[src/rtl/mem_access_ctrl.sv]
// Memory access controller: arbitrates fetch and data clients onto a single
// word-addressed memory port with 1-cycle read latency, one response per request.
module mem_access_ctrl #(
   parameter int unsigned MEM_WORDS = 1024
) (
   input  logic        clock,
   input  logic        reset,
   input  logic        if_req_valid,
   input  logic [31:0] if_req_addr,
   output logic        if_req_ready,
   output logic        if_resp_valid,
   input  logic        d_req_valid,
   input  logic        d_req_write,
   input  logic [31:0] d_req_addr,
   input  logic [31:0] d_req_wdata,
   output logic        d_req_ready,
   output logic        d_resp_valid,
   output logic [31:0] resp_rdata,
   output logic        resp_err,
   output logic        mem_enable,
   output logic        mem_op,
   output logic [31:0] MAR,
   output logic [31:0] MBR_out,
   input  logic [31:0] MBR_in
);

   // state  | meaning
   // IDLE   | waiting for a request, readies may assert
   // ACCESS | memory strobe driven for one cycle
   // WAIT   | read data returning on MBR_in, captured here
   // RESP   | response pulse to the owning client
   typedef enum logic [1:0] {IDLE, ACCESS, WAIT, RESP} state_t;

   state_t      state_q, state_d;
   logic        ptr_q, ptr_d;        // 0: data wins next contention, 1: fetch wins
   logic        client_q, client_d;  // 1: current request belongs to fetch client
   logic        op_q, op_d;
   logic [31:0] mar_q, mar_d;
   logic [31:0] mbr_out_q, mbr_out_d;
   logic [31:0] rdata_q, rdata_d;
   logic        err_q, err_d;

   logic        grant_d, grant_f;
   logic [31:0] req_addr;
   logic        req_wr;

   always_comb begin
      state_d      = state_q;
      ptr_d        = ptr_q;
      client_d     = client_q;
      op_d         = op_q;
      mar_d        = mar_q;
      mbr_out_d    = mbr_out_q;
      rdata_d      = rdata_q;
      err_d        = err_q;
      if_req_ready = 1'b0;
      d_req_ready  = 1'b0;
      grant_d      = d_req_valid && (!if_req_valid || !ptr_q);
      grant_f      = if_req_valid && (!d_req_valid || ptr_q);
      req_addr     = grant_f ? if_req_addr : d_req_addr;
      req_wr       = grant_d && d_req_write;

      case (state_q)
         IDLE: begin
            d_req_ready  = grant_d && !reset;
            if_req_ready = grant_f && !reset;
            if (grant_d || grant_f) begin
               client_d = grant_f;
               if (d_req_valid && if_req_valid)
                  ptr_d = ~ptr_q;
               rdata_d = '0;
               err_d   = (req_addr >= 32'(MEM_WORDS));
               if (req_addr >= 32'(MEM_WORDS)) begin
                  state_d = RESP;
               end else begin
                  // memory-side registers only change for accesses that are made
                  mar_d   = req_addr;
                  op_d    = req_wr;
                  if (req_wr)
                     mbr_out_d = d_req_wdata;
                  state_d = ACCESS;
               end
            end
         end
         ACCESS: state_d = op_q ? RESP : WAIT;
         WAIT: begin
            rdata_d = MBR_in;
            state_d = RESP;
         end
         RESP: state_d = IDLE;
         default: state_d = IDLE;
      endcase
   end

   always_ff @(posedge clock) begin
      if (reset) begin
         state_q   <= IDLE;
         ptr_q     <= 1'b0;
         client_q  <= 1'b0;
         op_q      <= 1'b0;
         mar_q     <= '0;
         mbr_out_q <= '0;
         rdata_q   <= '0;
         err_q     <= 1'b0;
      end else begin
         state_q   <= state_d;
         ptr_q     <= ptr_d;
         client_q  <= client_d;
         op_q      <= op_d;
         mar_q     <= mar_d;
         mbr_out_q <= mbr_out_d;
         rdata_q   <= rdata_d;
         err_q     <= err_d;
      end
   end

   assign mem_enable    = (state_q == ACCESS);
   assign mem_op        = op_q;
   assign MAR           = mar_q;
   assign MBR_out       = mbr_out_q;
   assign resp_rdata    = rdata_q;
   assign resp_err      = err_q;
   assign if_resp_valid = (state_q == RESP) && client_q;
   assign d_resp_valid  = (state_q == RESP) && !client_q;

endmodule
[config.mk]
export PLATFORM = sky130hd
export DESIGN_NAME = mem_access_ctrl
export DESIGN_NICKNAME = d
export VERILOG_FILES = /design/src/rtl/mem_access_ctrl.sv
export SDC_FILE = /design/constraint.sdc
export NUM_CORES = 1
export LEC_CHECK = 0
export ABC_AREA = 1
export ABC_CLOCK_PERIOD_IN_PS = 4300
export CORE_MARGIN = 5
export CORE_UTILIZATION = 43
export DETAILED_ROUTE_END_ITERATION = 12
export MAX_ROUTING_LAYER = met4
export PLACE_DENSITY = 0.87
export SLEW_MARGIN = 20
export SYNTH_ARGS = -nofsm -noshare
export SYNTH_HDL_FRONTEND = slang
export SYNTH_SLANG_ARGS = --single-unit
[constraint.sdc]
create_clock -name clock -period 4.3 [get_ports clock]
set_input_delay 0.86 -clock clock [delete_from_list [all_inputs] [get_ports clock]]
set_output_delay 0.86 -clock clock [all_outputs]
set_load 0.1 [all_outputs]
Word level (Yosys, flattened, before mapping)
Index checks and enable logic that the tools add are counted.

Flip-flop bits (word level): 102. Input port bits: 133. Output and inout bits: 103.

Magnitude comparators: 1. Eq/ne operators: 4. Multiplexer cells: 9. Bitwise gates (word level): 2. Reductions and logical operators: 23.

Operators with widths (number): $mux W32 (2); $pmux W32 S2 (1); $ge A32 B11 Y1 const B (1); $logic_and A1 B1 Y1 (8); $pmux W2 S4 (1); $reduce_and A3 Y1 (2); $logic_not A1 Y1 (5); $eq A2 B2 Y1 const B (2); $mux W2 (2); $reduce_and A2 Y1 (2); $reduce_and A4 Y1 (1); $logic_or A1 B1 Y1 (3); $mux W1 (3); $eq A2 B1 Y1 const B (1); $logic_not A2 Y1 (1); $ne A2 B2 Y1 const B (1); $not A1 Y1 (2); $reduce_bool A2 Y1 (1).

Longest topological paths before layout
Depth in word-level cells: 8. Depth in mapped cells: 16.

Worst setup path before layout
Ideal clock, no wire load.

Path type: in2out. From: input port d_req_valid. To: output port if_req_ready. Data arrival time: 2675 ps. Setup slack: 765 ps. Stages on the path: 5. Buffers on the path: 2. Cells stage by stage: nand2_4 -> nand2_4 -> buf_4 -> clkbuf_1 -> nor2_1.

Longest elaborated chain between the ends: 5.

Ends and longest elaborated chain: start: declaration (RTL line 12) `input logic d_req_valid,`; $logic_not A1 Y1 (RTL line 59) `grant_f = if_req_valid && (!d_req_valid || ptr_q);`; $logic_or A1 B1 Y1 (RTL line 59); $logic_and A1 B1 Y1 (RTL line 59); $logic_and A1 B1 Y1 (RTL line 66) `if_req_ready = grant_f && !reset;`; $mux W1 (RTL line 63) `case (state_q)`; end: declaration (RTL line 10) `output logic if_req_ready,`.

No other way between the ends.

Final worst setup path
Ends and elaborated chain as after synthesis.

==> results.toml <==
[outcome]
outcome = "complete, no violations"

[worst_setup_path]
critPathCaptureType = "output pin"
path_max_fanout = 33
timing.reg2reg.worst_path_depth = 14
regToRegEndpoint = "MBR_out[8]$_SDFFE_PP0P_"
worst_r2r_startpoint = "ptr_q$_SDFFE_PP0P_"
worstSetupStartpointType = "input port"
arrival_time_at_the_worst_endpoint_ns = 2.43
critical_path_class = "input port to output pin"
r2r_slack_ns = 2.00
crit_required_ns = 3.44

[worst_hold_path]
hold_path_startpoint = "MAR[13]$_SDFFE_PP0P_"
hold_end = "MAR[13]$_SDFFE_PP0P_"
timing.hold.worst.class = "register to register"
timing.hold.worst_path_depth = 2

[synth]
post_synth_fa_ha_maj_area_fraction_pct = 1.120
synth-xor-area-share_pct = 0
seq_area_frac_synth_pct = 45.69
largest_family_of_logic_cells_by_synthesized_area = "simple AND/OR/NAND/NOR gates"
synth.yosys.warnings = 0
synthesis.nets = 803
synth_compound_area_share_pct = 4.955
yosys_register_bits = 102
synth_area_sq_um = 4469
synthDistinctLibCells = 21
synthesized_area_per_cell_sq_um = 6.711
synth_simple_gate_area_share_pct = 36.67
syn_inst = 666
synth.area.mux_share_pct = 0

[placed_design]
detailedPlacementHpwl_um = 9973
routabilityCongestion = 0.8488
dpl-instance-area_sq_um = 6867
dpl.cell_count = 1002
io_buffers = 235
preCtsSetupSlack_ns = 0.9597

[timing]
finalClockSkew_ns = 0.01083
hold_viol_final = 0
setup-violations-final = 0
report.final.slew_viol_count = 0
fin_worst_hold_slack_ns = 0.4588
slew_headroom_pct = 28.00
post-route-period-util_pct = 76.57
rsz0062_at_grt = "no"
final_critical_path_setup_slack_ns = 1.007
final.min_clock_period_ns = 3.293
worstMarginPinSlew_ns = 1.077
timing.fmax_mhz = 303.7
tns_ns = 0

[route]
wl_per_cell_um = 13.30
totalWireLength_um = 13540
drtAntennaViolNets = 0
drt-initial-drc-count = 348
post-route-drc-count = 0
detailroute.via_count = 4745
first_pass_iters = 5
vias_per_cell = 4.661

[cts]
cts_root_buffer = "clkbuf_8"
post-cts-setup-buffers = 0
cts_buffer_depth = 2
cts-hold-fix-buffers = 0
clk_pin_slew_ns = 0.10
count_of_cells_resized_by_post_cts_repair = 0
tritoncts.num_buffers = 9
cts_num_sinks = 102
worst_skew_pair_latency_ns = 0.36
htree_levels = 3
cts_tree = "built"

[grt]
track_usage_pct = 21.71
number_of_global_route_vias_before_repair = 4469
first_pass_grt_wire_length_um = 21890
grt-ovfl-total = 0
grt_antenna_before_repair = 0
grt_start_max_net_pins = 69

[finish]
layoutNonFillerInstCount = 1018
post-route-util_pct = 69.35
area.growth.synth_to_final_pct = 58.76
postLayoutCellArea_sq_um = 7096
final_nets = 1014
fillerInstances = 866
final_layout_size_suffix_gt1_share_pct = 3.288
antenna_cells_inserted = 0

[floorplanning]
dieHeight_um = 112.0
initial_core_util_pct = 43.68
floorplan.rows = 37
die_width_um = 112.0
top_level_ports = 236
design.die.area_sq_um = 12530
placeableCoreArea_sq_um = 10230

[run]
maxCapViolCount = 0

[power_and_ir_drop]
vdd.ir_drop.worst_mv = 0.3908
power.density_nw_per_um2 = 367.7
leakagePower_nw = 3.290
totalPowerFinal_mw = 2.609
==> cells by family (layout without fill, tap and decap cells) <==
family / count (synthesis) / after routing
AND/OR/NAND/NOR: 391 / 391
adder cells (fa/ha/maj): 4 / 4
flip-flops: 102 / 102
buffers and inverters: 127 / 343
AO/OA/AOI/OAI: 42 / 42
==> area by class of cell <==
class,count,area [sq um],share of cell area [%]
repair buffers,242,2425,34.17
flip-flops and latches,102,2042,28.78
multi-input cells,437,1911,26.93
inverters,85,319.1,4.497
well taps,136,170.2,2.398
clock buffers,9,123.9,1.746
clock inverters,7,105.1,1.481
==> synthesized netlist by cell type (all sizes together) <==
library cell    n  area (sq um)
ha              4         50.05
a31o            1         8.760
a21boi          1         7.510
inv            84         315.3
clkbuf         23         86.33
nand3         102         510.5
buf            19         111.4
dfxtp         102          2042
a21oi          35         175.2
o211ai          1         7.510
nor2          100         375.4
a31oi           2         12.51
clkinv          1         3.750
nand3b          7         52.55
o21ai           2         10.01
nand2         181         694.4
nand4           1         6.260
==> worst max path at each step <==
| stage | start | end | slack [ns] | cells after the start |
|---|---|---|---|---|
| after global placement | d_req_valid | MBR_out[2]$_SDFFE_PP0P_ | 0.99 | 13 |
| after detailed placement | d_req_valid | MBR_out[5]$_SDFFE_PP0P_ | 0.96 | 14 |
| after CTS | d_req_valid | if_req_ready | 1.00 | 5 |
| after floorplan | d_req_valid | if_req_ready | 0.76 | 5 |
| after global routing | d_req_valid | if_req_ready | 0.89 | 5 |
| final | d_req_valid | if_req_ready | 1.01 | 5 |
==> worst max-delay path: stages <==
cell and delay, ns:
clkdlybuf4s50_1 0.52, nand2_4 0.26, nand2_4 0.25, nor2_1 0.31, buf_12 0.22
==> registers in the layout, indices dropped and copies added, names as in the netlist <==
signal      flops
ptr_q           1
MBR_out        32
MAR            32
state_q         2
resp_err        1
client_q        1
resp_rdata     32
mem_op          1
==> placed cells by master, fill, tap and decap left out, types with 2 or more instances in the layout <==
cell type | netlist | layout
a31oi_1 | 2 | 2
nor2_1 | 100 | 100
clkinv_4 | 0 | 2
dfxtp_1 | 102 | 102
clkbuf_8 | 0 | 9
buf_12 | 0 | 2
nand2_1 | 179 | 179
clkdlybuf4s50_1 | 0 | 233
o21ai_0 | 2 | 2
a21oi_1 | 35 | 35
ha_1 | 4 | 4
inv_1 | 84 | 84
nand2_4 | 2 | 2
nand3b_1 | 7 | 7
bufinv_16 | 0 | 2
buf_4 | 4 | 7
nand3_1 | 102 | 102
==> routing by layer <==
| metal | wire, um | global-route usage, % | vias up | part of all wire (%) |
|---|---|---|---|---|
| met4 | 217 | 5.288 | 0 | 1.6 |
| li1 | - | - | 2461 | - |
| met1 | 5693 | 25.65 | 2093 | 42 |
| met5 | 0 | - | - | 0 |
| met2 | 6526 | 36.33 | 173 | 48 |
| met3 | 1103 | 6.576 | 18 | 8.1 |
==> power breakdown <==
part,internal [mW],switching (mW)
Clock,0.336,0.350
Combinational,0.273,0.622
Sequential,0.996,0.0314
Power figures use the tool's default switching activity.
